===== src/rtl/mmcm_ps_sequencer.sv =====
// Fine phase-shift sequencer for the ADC-clock MMCM dynamic phase-shift port.
// Optional psdone timeout is built when PS_TIMEOUT_EN is defined.
module mmcm_ps_sequencer #(
    parameter int unsigned CW      = 12,
    parameter int unsigned PW      = 16,
    parameter int unsigned GAP     = 4,
    parameter int unsigned TIMEOUT = 1023
) (
    input  logic          clk,
    input  logic          rst,
    input  logic          start,
    input  logic          dir,
    input  logic [CW-1:0] nsteps,
    input  logic          abort,
    input  logic          pos_clear,
    input  logic          mmcm_locked,
    input  logic          psdone,
    output logic          psen,
    output logic          psincdec,
    output logic          busy,
    output logic          done,
    output logic [CW-1:0] remaining,
    output logic [PW-1:0] position,
    output logic          err_unlock,
    output logic          err_timeout
);

    localparam int unsigned GW       = (GAP > 1) ? $clog2(GAP) : 1;
    localparam int unsigned GAP_LAST = (GAP > 0) ? GAP - 1 : 0;
    localparam logic [PW-1:0] POS_MAX = {1'b0, {(PW-1){1'b1}}};
    localparam logic [PW-1:0] POS_MIN = {1'b1, {(PW-1){1'b0}}};

    typedef enum logic [1:0] {S_IDLE, S_PULSE, S_WAIT, S_GAP} state_t;

    state_t        state, state_n;
    logic          psen_n, psincdec_n, busy_n, done_n;
    logic [CW-1:0] remaining_n;
    logic [PW-1:0] position_n;
    logic          err_unlock_n, err_timeout_n;
    logic          abort_pend, abort_pend_n;
    logic [GW-1:0] gap_cnt, gap_cnt_n;

`ifdef PS_TIMEOUT_EN
    localparam int unsigned TW      = (TIMEOUT > 1) ? $clog2(TIMEOUT) : 1;
    localparam int unsigned TO_LAST = (TIMEOUT > 0) ? TIMEOUT - 1 : 0;
    logic [TW-1:0] wait_cnt, wait_cnt_n;
`endif

    // Next-state and next-value logic; lock loss overrides everything at the end.
    always_comb begin
        state_n       = state;
        psincdec_n    = psincdec;
        done_n        = 1'b0;
        remaining_n   = remaining;
        position_n    = position;
        err_unlock_n  = err_unlock;
        err_timeout_n = err_timeout;
        abort_pend_n  = abort_pend;
        gap_cnt_n     = gap_cnt;
`ifdef PS_TIMEOUT_EN
        wait_cnt_n    = wait_cnt;
`endif
        case (state)
            S_IDLE: begin
                if (pos_clear || !mmcm_locked) position_n = '0;
                if (start) begin
                    err_unlock_n  = 1'b0;
                    err_timeout_n = 1'b0;
                    psincdec_n    = dir;
                    remaining_n   = nsteps;
                    if (!mmcm_locked) begin
                        err_unlock_n = 1'b1;
                        done_n       = 1'b1;
                    end else if (nsteps == '0) begin
                        done_n = 1'b1;
                    end else begin
                        state_n = S_PULSE;
                    end
                end
            end
            S_PULSE: begin
                state_n = S_WAIT;
`ifdef PS_TIMEOUT_EN
                wait_cnt_n = '0;
`endif
                if (abort) abort_pend_n = 1'b1;
            end
            S_WAIT: begin
                if (psdone) begin
                    remaining_n = remaining - CW'(1);
                    if (psincdec) begin
                        if (position != POS_MAX) position_n = position + PW'(1);
                    end else if (position != POS_MIN) begin
                        position_n = position - PW'(1);
                    end
                    if (remaining == CW'(1) || abort_pend || abort) begin
                        state_n = S_IDLE;
                        done_n  = 1'b1;
                    end else if (GAP == 0) begin
                        state_n = S_PULSE;
                    end else begin
                        state_n   = S_GAP;
                        gap_cnt_n = '0;
                    end
                end else begin
`ifdef PS_TIMEOUT_EN
                    wait_cnt_n = wait_cnt + TW'(1);
                    if (wait_cnt == TW'(TO_LAST)) begin
                        state_n       = S_IDLE;
                        done_n        = 1'b1;
                        err_timeout_n = 1'b1;
                    end
`endif
                    if (abort) abort_pend_n = 1'b1;
                end
            end
            S_GAP: begin
                if (abort) begin
                    state_n = S_IDLE;
                    done_n  = 1'b1;
                end else if (gap_cnt == GW'(GAP_LAST)) begin
                    state_n = S_PULSE;
                end else begin
                    gap_cnt_n = gap_cnt + GW'(1);
                end
            end
            default: state_n = S_IDLE;
        endcase

        // An MMCM relock returns its phase to zero, so the position follows.
        if (state != S_IDLE && !mmcm_locked) begin
            state_n       = S_IDLE;
            done_n        = 1'b1;
            err_unlock_n  = 1'b1;
            err_timeout_n = err_timeout;
            position_n    = '0;
            remaining_n   = remaining;
        end

        if (state_n == S_IDLE) abort_pend_n = 1'b0;
        psen_n = (state_n == S_PULSE);
        busy_n = (state_n != S_IDLE);
    end

    always_ff @(posedge clk) begin
        if (rst) state <= S_IDLE;
        else     state <= state_n;
    end

    always_ff @(posedge clk) begin
        if (rst) begin
            psen        <= 1'b0;
            psincdec    <= 1'b0;
            busy        <= 1'b0;
            done        <= 1'b0;
            remaining   <= '0;
            position    <= '0;
            err_unlock  <= 1'b0;
            err_timeout <= 1'b0;
            abort_pend  <= 1'b0;
            gap_cnt     <= '0;
        end else begin
            psen        <= psen_n;
            psincdec    <= psincdec_n;
            busy        <= busy_n;
            done        <= done_n;
            remaining   <= remaining_n;
            position    <= position_n;
            err_unlock  <= err_unlock_n;
            err_timeout <= err_timeout_n;
            abort_pend  <= abort_pend_n;
            gap_cnt     <= gap_cnt_n;
        end
    end

`ifdef PS_TIMEOUT_EN
    always_ff @(posedge clk) begin
        if (rst) wait_cnt <= '0;
        else     wait_cnt <= wait_cnt_n;
    end
`endif

endmodule

===== config.mk =====
export PLATFORM = sky130hd
export DESIGN_NAME = mmcm_ps_sequencer
export DESIGN_NICKNAME = d
export VERILOG_FILES = /design/src/rtl/mmcm_ps_sequencer.sv
export SDC_FILE = /design/constraint.sdc
export NUM_CORES = 1
export LEC_CHECK = 0
export BUFFER_PORTS_ARGS = -buffer_cell sky130_fd_sc_hd__buf_2
export CAP_MARGIN = 20
export CELL_PAD_IN_SITES_DETAIL_PLACEMENT = 0
export CELL_PAD_IN_SITES_GLOBAL_PLACEMENT = 1
export CORE_MARGIN = 8
export CORE_UTILIZATION = 36
export CTS_CLUSTER_SIZE = 16
export DETAILED_ROUTE_END_ITERATION = 16
export GPL_ROUTABILITY_DRIVEN = 0
export PLACE_DENSITY_LB_ADDON = 0.1
export SYNTH_ARGS = -nofsm -noshare
export SYNTH_HDL_FRONTEND = slang
export SYNTH_SLANG_ARGS = --single-unit
export TNS_END_PERCENT = 30

===== constraint.sdc =====
create_clock -name clk -period 2.65 [get_ports clk]
set_clock_uncertainty 0.1 [all_clocks]
set_input_delay 0 -clock clk [delete_from_list [all_inputs] [get_ports clk]]
set_output_delay 0 -clock clk [all_outputs]
set_load 0.005 [all_outputs]

* Word level (Yosys, flattened, before mapping)
Index checks and enable logic that the tools add are counted.
** Operators by class
- Add/sub/neg operators :: 4
- Equality and inequality tests :: 17
- Multiplexer cells :: 38
- Bitwise gates (word level) :: 1
- Reduce and logical (&&, ||, !) cells :: 23
** Operators with widths (count)
- 16-bit two-way mux :: 5
- 16-bit one-hot mux with 2 select lines :: 1
- 12-bit two-way mux :: 2
- 2-bit two-way mux :: 12
- 12-bit one-hot mux with 2 select lines :: 1
- 16-bit by 1-bit adder with 16-bit output (second input constant) :: 1
- 16-bit by 15-bit != test with 1-bit output (second input constant) :: 1
- 16-bit != test (second input constant) :: 1
- 16-bit by 1-bit subtractor with 16-bit output (second input constant) :: 1
- 2-bit != test (second input constant) :: 7
- 2-bit nonzero test :: 7
- 1-bit two-way mux :: 13
- 12-bit by 1-bit equality test with 1-bit output (second input constant) :: 1
- 12-bit zero test :: 1
- 12-bit by 1-bit subtractor with 12-bit output (second input constant) :: 1
- 5-bit AND reduction :: 2
- 2-bit one-hot mux with 4 select lines :: 1
- 2-bit equality test (second input constant) :: 3
- 3-bit != test (second input constant) :: 2
- 2-bit AND reduction :: 3
- 2-bit by 1-bit equality test with 1-bit output (second input constant) :: 2
- 2-bit zero test :: 2
- 2-bit one-hot mux with 2 select lines :: 1
- 4-bit AND reduction :: 1
- 8 further kinds :: 11
** Word-level totals
- Register bits :: 38
- Word-level logic and storage cells :: 93

* Depth between registers and ports, before layout
Gate-level depths: netlist of the first run.
- Word-level depth :: 9
- Gate-level depth with buffers :: 9
- Mapped depth without buffers :: 8

* Worst setup path before layout of the first run
OpenSTA, ideal clock, no wires.
- Path type :: reg-to-reg
- Start :: reg psincdec
- End :: reg position[15]
- Setup time :: 0.074 ns
- Data arrival time :: 2.546 ns
- Data required time :: 2.476 ns
- Setup slack :: -0.071 ns
- Cell stages (with the launch flop) :: 9
- Path buffers :: 0
- Clock period less this slack :: 2.721 ns
- Cell sequence :: dfxtp_1 inv_1 ha_1 a211o_1 a211o_1 a31oi_4 nand3_2 a311o_1 a31oi_1
** On the way
- Longest elaborated chain between the ends :: 3
** Ends and longest elaborated chain
- start, declared :: line 19 : output logic psincdec,
- start signal, assigned :: line 164 : psincdec <= psincdec_n;
- 16-bit two-way mux :: line 91 : if (psincdec) begin
- 16-bit two-way mux :: line 89 : if (psdone) begin
- 16-bit one-hot mux with 2 select lines :: line 63 : case (state)
- end signal, assigned :: line 168 : position <= position_n;
- end, declared :: line 23 : output logic [PW-1:0] position,
Several ways; a longest one is shown, not always the timed one. The select of a mux whose other input is x is not followed.
A chain may end at the register's enable or synchronous reset.

* Worst setup path after layout of the first run
Ends and elaborated chain as after synthesis.

==> summary.md, run 1 <==
| Metric | Value |
|---|---|
| Die height | about 100 um |
| Vias per cell | about 5.4 |
| Cts bufs inserted | 5 |
| CP arrival | between 2 and 3 ns |
| Int Power | roughly 0.96 mW |
| Initial antenna violation count | 0 |
| Most Crowded Layer GR | met2 |
| Area after DPL | between 3000 and 4000 um^2 |
| Std-Cell Core Area | ~7200 um^2 |
| Nets | between 400 and 500 |
| Syn-to-layout area delta | 25.1% |
| Net Sw Frac | 0.319 |
| WP buf/inv | 1 |
| Hold Path Class | in -> reg |
| I/O pin count | 54 |
| Clk_lat worst skew | ~0.29 ns |
| Global-route met1 utilization | 0.202 |
| Antenna-violating nets left | 0 |
| Post-synth ARST share | 0 |
| Detailed-route via count | between 2000 and 3000 |
| Combinational Power Share | 0.248 |
| Outcome | complete, no violations |
| Register bit count reported by yosys | 38 |
| Critical path type | reg -> reg |
| # port buffers | 52 |
| GR Overflow Total | 0 |
| Mapped Nets | between 300 and 400 |
| First DRT Iteration DRCs | between 100 and 150 |
| Multi-input logic area | 1800 um^2 |
| Max-cap viol count | 0 |
| Sequential cell area | approximately 760 um^2 |
| M2 GR Usage | 0.280 |
| Distinct cells, synth | just over 60 |
| Synth top area share | 0.284 |
| Leakage power | between 1 and 1.5 nW |
| EDFF count, synth | 0 |
| Post-synth top cells | 38 x dfxtp_1, 37 x nor2_1, 30 x nand2_1 |
| Post-synthesis sequential area ratio | 0.284 |
| CTS Root Cell | clkbuf_8 |
| Row count | 31 |
| FILL cells | approximately 760 |
| Final WL | 8280 um |
| Setup bufs post-CTS | 0 |
| CP startpoint kind | register |
| Highest clock rate | ~400 MHz |
| Reg clk slew, reported paths | roughly 0.080 ns |
| CTS max path bufs | 2 |
| CP Max Fanout | 14 |
| Clock share of power | 0.310 |
| Primary FF master, synth | dfxtp_1 |
| Met3 usage | 0.0232 |
| Rel. slew slack | 0.535 |
| Antenna cells | 0 |
| Final design utilization | 0.465 |
| Pin count of the biggest net entering global routing | 25 |
| Count of final max-slew check failures | 0 |
| # setup viols final | 0 |
| Mean Syn Cell Area | ~7.8 um^2 |
| Max incr delay on CP | approximately 0.38 ns |
| Count leader, synth | dfxtp_1 |
| Critical path endpoint category | register |
| CP cell instances | inv_4 -> ha_1 -> a211o_1 -> a211o_1 -> a31oi_4 -> nand3_2 -> a311o_1 -> a31oi_1 |
| PwrDens | about 420 nW/um^2 |
| Area contributors post-synth | dfxtp_1 28%, ha_1 7.9%, nor2_1 5.2%, a21oi_1 4.7%, nand2_1 4.2% |
| First-pass DRT Iterations | 5 |
| Detailed Place HPWL | around 6300 um |
| Synth warn | 0 |
| Most used cell, CP | a211o_1 |
| Layout cell share with drive strength beyond 1 | 0.217 |
| Number of global-route vias before repair | approximately 2800 |
| First-pass GRT wire length | 13800 um |
| Slowest cell on crit path | dfxtp_1 |
| Total GRT Usage | 0.165 |
| Psw | 0.448 mW |
| Count of clock tree sinks | 38 |
| Crit path required time | between 2 and 3 ns |
| Starting Density | 0.371 |
| CTS H-tree depth | 2 |
| TritonCTS clock tree | built |
| Final hold vios | 0 |
| Post-Route Setup TNS | 0 ns |
| Die width | 102 um |
| Peak supply drop | about 0.19 mV |
| DRC viols | 0 |
| Wire per inst | 16.0 um |
| Die area | between 10000 and 15000 um^2 |
| Top delay family on crit path | compound AO/OA/AOI/OAI gates |
| Unrepaired setup endpoints after global routing | false |
| Sequential share of power | 0.443 |
| Finished Cell Area | approximately 3400 um^2 |
| Measured slew at the worst slew-check pin | a little under 0.7 ns |
| Mapped Area | about 2700 um^2 |
| Post-layout min period | about 2.5 ns |
| Cells after Synth | around 350 |
| Leading area contributor after synthesis | dfxtp_1 |
| Period utilization | 0.943 |
## logic make-up after synthesis
| group | Yosys count | share of synthesized area |
|---|---|---|
| simple gates | 135 | 0.246 |
| compound gates | 112 | 0.291 |
| flops | 38 | 0.284 |
| buf+inv | 28 | 0.0448 |
| fa+ha+maj | 18 | 0.0868 |
| xor+xnor | 7 | 0.0229 |
| mux | 6 | 0.0233 |
| other cells | 1 | 0.00140 |
## final timing paths
kind	from	end	slack [ns]	cells past startpoint
max reg2reg	psincdec	position[15]	0.15	8
min reg2reg	abort_pend	abort_pend	0.39	2
min	nsteps[10]	remaining[10]	0.005	4
max	psincdec	position[15]	0.15	8
## final cells by class
cell class | count | area share
Clock buffer | 6 | 0.0246
Timing Repair Buffer | 83 | 0.158
Multi-Input combinational cell | 279 | 0.537
Clock inverter | 2 | 0.00373
Tap cell | 99 | 0.0369
Sequential cell | 38 | 0.227
Inverter | 11 | 0.0131
## stage by stage
step | worst slack [ns] | hold slack [ns] | std cells | power (mW)
after floorplan | 0.0232 | 0.00972 | 345 | 0.854
after global placement | 0.134 | 0.179 | 494 | 0.963
after detailed placement | 0.109 | 0.174 | 495 | 0.964
after CTS | 0.0954 | 0.000878 | 518 | 1.42
after global routing | 0.0175 | 0.0193 | 518 | 1.50
final | 0.151 | 0.00521 | 518 | 1.40
## power by group through the flow
stage | logic (mW) | clock network, mW | registers, mW
after floorplan | 0.223 | 0 | 0.631
after global placement | 0.329 | 0 | 0.634
after detailed placement | 0.330 | 0 | 0.634
after CTS | 0.349 | 0.450 | 0.621
after global routing | 0.390 | 0.480 | 0.626
final | 0.348 | 0.434 | 0.621
## state kept, by name, summed over array words and instances (netlist names), 2 cells and up
signal and count:
gap_cnt 2, position 16, remaining 12, state 2
## timing repair
| item | in CTS | in global routing |
|---|---|---|
| hold buffers | 15 | 0 |
| hold endpoints to repair | 13 | 0 |
| gates resized for setup | 0 | 2 |
| endpoints found under the setup margin | 0 | 2 |
## worst register-to-register path, stage by stage, from the launching register on
cell and delay, ns:
dfxtp_1 0.38, inv_4 0.11, ha_1 0.32, a211o_1 0.31
a211o_1 0.35, a31oi_4 0.26, nand3_2 0.11, a311o_1 0.35
a31oi_1 0.15
## layout by cell type, fill, tap and decap left out, drive strengths merged, types with 6 or more instances in the layout
cell	instances
nor3	6
buf	68
nor2b	6
nand2	30
nor2	38
ha	17
o22ai	7
a211oi	7
a22oi	6
nand4	8
dfxtp	38
nand3	19
inv	11
a21oi	25
clkbuf	6
nor4	10
dlygate4sd3	15
o21ai	23
## routing by layer
metal	part of all wire	up-vias
met4	0.014	0
li1	-	1444
met5	0	-
met3	0.045	8
met2	0.48	68
met1	0.46	1292
Power figures use the tool's default switching activity.
==> run 2: changes to the inputs <==
- CORE_MARGIN: 8 -> not set
==> summary.md, run 2 (synthesized netlist as in run 1, its figures left out) <==
| Metric | Value |
|---|---|
| Int Power | 0.954 mW (-0.18%) |
| Worst R2R End | position[15] |
| Rel. slew slack | 0.518 (-0.0164) |
| CTS max path bufs | 2 (unchanged) |
| Top reg by flops | position |
| DRC viols | 0 (unchanged) |
| Combinational Power Share | 0.246 (-0.002) |
| Sequential share of power | 0.442 (about the same) |
| FF-to-FF setup slack | 0.11 ns (-0.04 ns) |
| Measured slew at the worst slew-check pin | 0.720 ns (+0.0245 ns) |
| Commonest non-fill, non-tap cell in the layout | buf_2 |
| Wire per inst | 15.1 um (-5.6%) |
| Most frequent cells in the layout | 52 x buf_2, 38 x dfxtp_1, 37 x nor2_1 |
| CTS H-tree depth | 2 (unchanged) |
| Detailed Place HPWL | 5850 um (-7.0%) |
| WHS | -0.00461 ns (-0.00981 ns) |
| CP startpoint kind | register |
| Outcome | finished with violations |
| First-pass GRT wire length | 12800 um (-7.2%) |
| Violated checks | hold timing |
| Psw | 0.449 mW (+0.35%) |
| CP startpoint | psincdec |
| Fin cells | 516 (-0.39%) |
| Hold Crit Start | rst |
| Post-place setup slack | 0.147 ns (+0.0379 ns) |
| Starting Density | 0.371 (unchanged) |
| Reg clk slew, reported paths | 0.08 ns (about the same) |
| Max reg flops | 16 (unchanged) |
| Reg2Reg Depth | 8 (unchanged) |
| Count of final max-slew check failures | 0 (unchanged) |
| First DRT Iteration DRCs | 95 (-8.7%) |
| CTS Root Cell | clkbuf_8 |
| Leakage power | 1.45 nW (-0.62%) |
| TritonCTS clock tree | built |
| Syn-to-layout area delta | 24.4% |
| Most used cell, CP | a211o_1 |
| RR Startpoint | psincdec |
| # setup viols final | 0 (unchanged) |
| Critical path endpoint category | register |
| Die height | 88.3 um (-14%) |
| First-pass DRT Iterations | 4 (-1) |
| Max incr delay on CP | 0.36 ns (-0.02 ns) |
| Row count | 31 (unchanged) |
| CP Max Fanout | 11 (-3) |
| Post-layout min period | 2.54 ns (+0.0392 ns) |
| Period utilization | 0.958 (+0.0148) |
| Worst Setup EP | position[15] |
| Antenna-violating nets left | 0 (unchanged) |
| Die area | 7790 um^2 (-26%) |
| Highest clock rate | 394 MHz (-1.5%) |
| GR Overflow Total | 0 (unchanged) |
| Clk_lat worst skew | 0.29 ns (about the same) |
| Max-cap viol count | 0 (unchanged) |
| I/O pin count | 54 (unchanged) |
| Final WL | 7790 um (-6.0%) |
| Setup ws final | 0.112 ns (-0.0392 ns) |
| Net Sw Frac | 0.320 (+0.00114) |
| Biggest registers after layout | position x16, remaining x12 |
| PwrDens | 421 nW/um^2 (+0.59%) |
| # port buffers | 52 (unchanged) |
| Layout cell share with drive strength beyond 1 | 0.216 (-0.00136) |
| Hold Path Class | in -> reg |
| CP arrival | 2.66 ns (+0.04 ns) |
| CP cell instances | inv_2 -> ha_1 -> a211o_1 -> a211o_1 -> a31oi_4 -> nand3_2 -> a311o_1 -> a31oi_1 |
| Cts bufs inserted | 5 (unchanged) |
| Pin count of the biggest net entering global routing | 25 (unchanged) |
| Antenna cells | 0 (unchanged) |
| Total Power | 1.40 mW (about the same) |
| Count of clock tree sinks | 38 (unchanged) |
| FILL cells | 761 (+0.26%) |
| CTS resizes | 0 (unchanged) |
| Total GRT Usage | 0.210 (+0.0451) |
| Std-Cell Core Area | 7210 um^2 (unchanged) |
| Post-Route Setup TNS | 0 ns (unchanged) |
| Vias per cell | 5.56 (+2.5%) |
| Die width | 88.3 um (-14%) |
| Placed insts | 494 (-0.20%) |
| Clock share of power | 0.312 (+0.002) |
| Crit path required time | 2.77 ns (about the same) |
| Final hold vios | 5 (+5) |
| Unrepaired setup endpoints after global routing | false |
| Initial antenna violation count | 0 (unchanged) |
| Nets | 454 (-0.44%) |
| Detailed-route via count | 2871 (+2.1%) |
| Number of global-route vias before repair | 2564 (-7.4%) |
| Slowest cell on crit path | a311o_1 |
| Critical path type | reg -> reg |
| Peak supply drop | 0.188 mV (+1.8%) |
==> run 2: cell types whose count changed in the layout (fill, tap and decap cells not counted), sizes merged <==
cell | before | now
buf | 68 | 67
dlygate4sd3 | 15 | 14
==> run 2: worst min-delay path by stage <==
stage                        end  slack (ns)  cells past startpoint
finish              remaining[4]      -0.005                      2
global route        remaining[7]       0.009                      3
CTS                 remaining[9]       0.002                      4
detailed placement    err_unlock        0.17                      2
global placement      err_unlock        0.17                      2
floorplan             err_unlock        0.01                      1
==> run 2: per-layer routing <==
layer / track usage / wire, um
met3: 0.0299 / 290
met2: 0.352 / 3770
met5: 0 / 0
met1: 0.286 / 3720
met4: 0.0484 / 4
==> run 2: final cells by class <==
type | instances | area [um^2] | share of cell area
tap | 99 | 124 | 0.0372
clock buffer | 6 | 82.6 | 0.0248
inverter | 11 | 41.3 | 0.0124
sequential | 38 | 761 | 0.228
multi-input combinational | 279 | 1800 | 0.540
timing repair buffer | 81 | 513 | 0.154
clock inverter | 2 | 12.5 | 0.00375
==> run 2: timing repair <==
| action | in CTS | in global routing |
|---|---|---|
| setup buffers | 0 | 0 |
| hold buffers | 14 | 0 |
| endpoints found under the hold margin | 11 | 0 |
==> run 2: metrics by stage <==
stage / instance area (um^2) / utilization
global route: 3330 / 0.462
detailed placement: 3100 / 0.429
CTS: 3330 / 0.462
global placement: 3100 / 0.429
floorplan: 2680 / -
finish: 3330 / 0.462
==> run 2: worst max-delay path, delay by kind of cell (launching register included) <==
family,cells,cell delay (ns)
adder cells (fa/ha/maj),1,0.29
buffers and inverters,1,0.19
AND/OR/NAND/NOR,1,0.11
AO/OA/AOI/OAI,5,1.44
flip-flops,1,0.33
==> run 2: power groups by stage <==
stage,clock network (mW),logic (mW),registers [mW]
2_1_floorplan,0,0.223,0.631
3_3_place_gp,0,0.327,0.634
3_5_place_dp,0,0.326,0.634
4_1_cts,0.444,0.345,0.620
5_1_grt,0.467,0.389,0.626
6_report,0.438,0.345,0.620
==> run 3: changes to the inputs <==
- REMOVE_ABC_BUFFERS: not set -> 1
==> summary.md, run 3 (synthesized netlist as in run 1, its figures left out) <==
| Metric | Value |
|---|---|
| Antenna cells | 0 (unchanged) |
| Final hold vios | 2 (-3) |
| Starting Density | 0.371 (unchanged) |
| Count of final max-slew check failures | 0 (unchanged) |
| Reg clk slew, reported paths | 0.09 ns (about the same) |
| WP buf/inv | 3 (+2) |
| Syn-to-layout area delta | 24.4% (about the same) |
| FF-to-FF setup slack | 0.12 ns (about the same) |
| Layout cell share with drive strength beyond 1 | 0.228 (+0.0118) |
| Rel. slew slack | 0.534 (+0.0155) |
| CP arrival | 2.60 ns (-0.06 ns) |
| Die area | 7790 um^2 (unchanged) |
| CP startpoint kind | register |
| Violated checks | hold timing |
| Max reg flops | 16 (unchanged) |
| GR Overflow Total | 0 (unchanged) |
| TritonCTS clock tree | built |
| Count of clock tree sinks | 38 (unchanged) |
| Final design utilization | 0.462 (about the same) |
| WHS | -0.00246 ns (+0.00215 ns) |
| Top delay family on crit path | compound AO/OA/AOI/OAI gates |
| Outcome | finished with violations |
| PwrDens | 424 nW/um^2 (+0.73%) |
| Number of global-route vias before repair | 2540 (-0.94%) |
| Total GRT Usage | 0.216 (+0.00643) |
| Biggest registers after layout | position x16, remaining x12 |
| Period utilization | 0.956 (-0.00169) |
| Row count | 31 (unchanged) |
| Initial antenna violation count | 0 (unchanged) |
| Most frequent cells in the layout | 52 x buf_2, 38 x dfxtp_1, 37 x nor2_1 |
| CP Max Fanout | 12 (+1) |
| I/O pin count | 54 (unchanged) |
| Unrepaired setup endpoints after global routing | false |
| Highest clock rate | 395 MHz (+0.18%) |
| Critical path endpoint category | register |
| RR Startpoint | psincdec |
| Hold Crit Start | nsteps[4] |
| Total Power | 1.41 mW (+0.77%) |
| Peak supply drop | 0.219 mV (+17%) |
| Max incr delay on CP | 0.37 ns (about the same) |
| Most used cell, CP | buf_4 |
| Antenna-violating nets left | 0 (unchanged) |
| DRC viols | 0 (unchanged) |
| First DRT Iteration DRCs | 101 (+6.3%) |
| CP cell instances | inv_1 -> buf_4 -> ha_1 -> a21o_1 -> a211o_1 -> buf_4 -> a31o_2 -> a21oi_1 -> xor2_1 -> o41ai_2 |
| Max-cap viol count | 0 (unchanged) |
| Finished Cell Area | 3330 um^2 (about the same) |
| Wire per inst | 15.7 um (+3.8%) |
| Final WL | 8020 um (+3.0%) |
| CP startpoint | psincdec |
| Slowest cell on crit path | ha_1 |
| CTS max path bufs | 2 (unchanged) |
| Hold Path Class | in -> reg |
| CTS Root Cell | clkbuf_8 |
| Crit path required time | 2.72 ns (-0.05 ns) |
| Cts bufs inserted | 5 (unchanged) |
| Pin count of the biggest net entering global routing | 25 (unchanged) |
| Die width | 88.3 um (unchanged) |
| # setup viols final | 0 (unchanged) |
| Measured slew at the worst slew-check pin | 0.692 ns (-0.0279 ns) |
| Nets | 450 (-0.88%) |
| Clk_lat worst skew | 0.30 ns (about the same) |
| First-pass GRT wire length | 12900 um (+1.2%) |
| Die height | 88.3 um (unchanged) |
| Critical path type | reg -> reg |
| Vias per cell | 5.53 (-0.59%) |
| CTS H-tree depth | 2 (unchanged) |
| First-pass DRT Iterations | 4 (unchanged) |
| Std-Cell Core Area | 7210 um^2 (unchanged) |
| Top reg by flops | position |
| Detailed-route via count | 2832 (-1.4%) |
| Leakage power | 1.43 nW (-1.6%) |
| Area after DPL | 3080 um^2 (-0.73%) |
| Commonest non-fill, non-tap cell in the layout | buf_2 |
| Post-layout min period | 2.53 ns (-0.00449 ns) |
| # port buffers | 52 (unchanged) |
| Detailed Place HPWL | 5890 um (+0.65%) |
-- run 3: changes by cell type in the layout (fill, tap and decap cells not counted), sizes merged --
cell / delta
buf: -2
dlygate4sd3: -2
-- run 3: worst reg2reg max path, stage by stage, from the launching register on --
cell and delay [ns]:
dfxtp_1 0.34, inv_1 0.07, buf_4 0.20, ha_1 0.37, a21o_1 0.20, a211o_1 0.28, buf_4 0.15, a31o_2 0.23
a21oi_1 0.18, xor2_1 0.20, o41ai_2 0.08
-- run 3: cell type report --
| cell class | instances | area [um^2] |
|---|---|---|
| sequential | 38 | 761 |
| inverter | 11 | 41.3 |
| fill | 777 | 3880 |
| clock buffer | 6 | 82.6 |
| timing repair buffer | 77 | 478 |
| multi-input combinational | 279 | 1840 |
| tap | 99 | 124 |
| clock inverter | 2 | 12.5 |
-- run 3: what timing repair did --
action,in CTS,in global routing
hold endpoints to repair,10,0
resized for setup,0,8
buffers inserted,0,1
setup endpoints to repair,0,1
hold buffers,12,0
-- run 3: final timing paths --
check                  to  cells past startpoint
min          remaining[4]                      5
max reg2reg   position[9]                     10
min reg2reg    abort_pend                      2
max           position[9]                     10
-- run 3: power breakdown --
group,switching [mW],leakage (nW),internal [mW]
logic,0.198,1.07,0.150
clock network,0.235,0.0472,0.210
registers,0.0269,0.310,0.594
-- run 3: per-stage QoR --
| step | setup TNS, ns | setup slack, ns | std cells |
|---|---|---|---|
| floorplan | -0.0801 | -0.0706 | 328 |
| global route | 0 | 0.00580 | 512 |
| CTS | 0 | 0.0926 | 511 |
| finish | 0 | 0.116 | 512 |
| global placement | 0 | 0.161 | 491 |
| detailed placement | 0 | 0.118 | 491 |
-- run 3: per-layer routing --
metal / up-vias / track usage / part of all wire
li1: 1430 / - / -
met1: 1327 / 0.321 / 0.51
met2: 70 / 0.329 / 0.43
met3: 5 / 0.0382 / 0.048
met4: 0 / 0.0396 / 0.0060
met5: - / 0 / 0
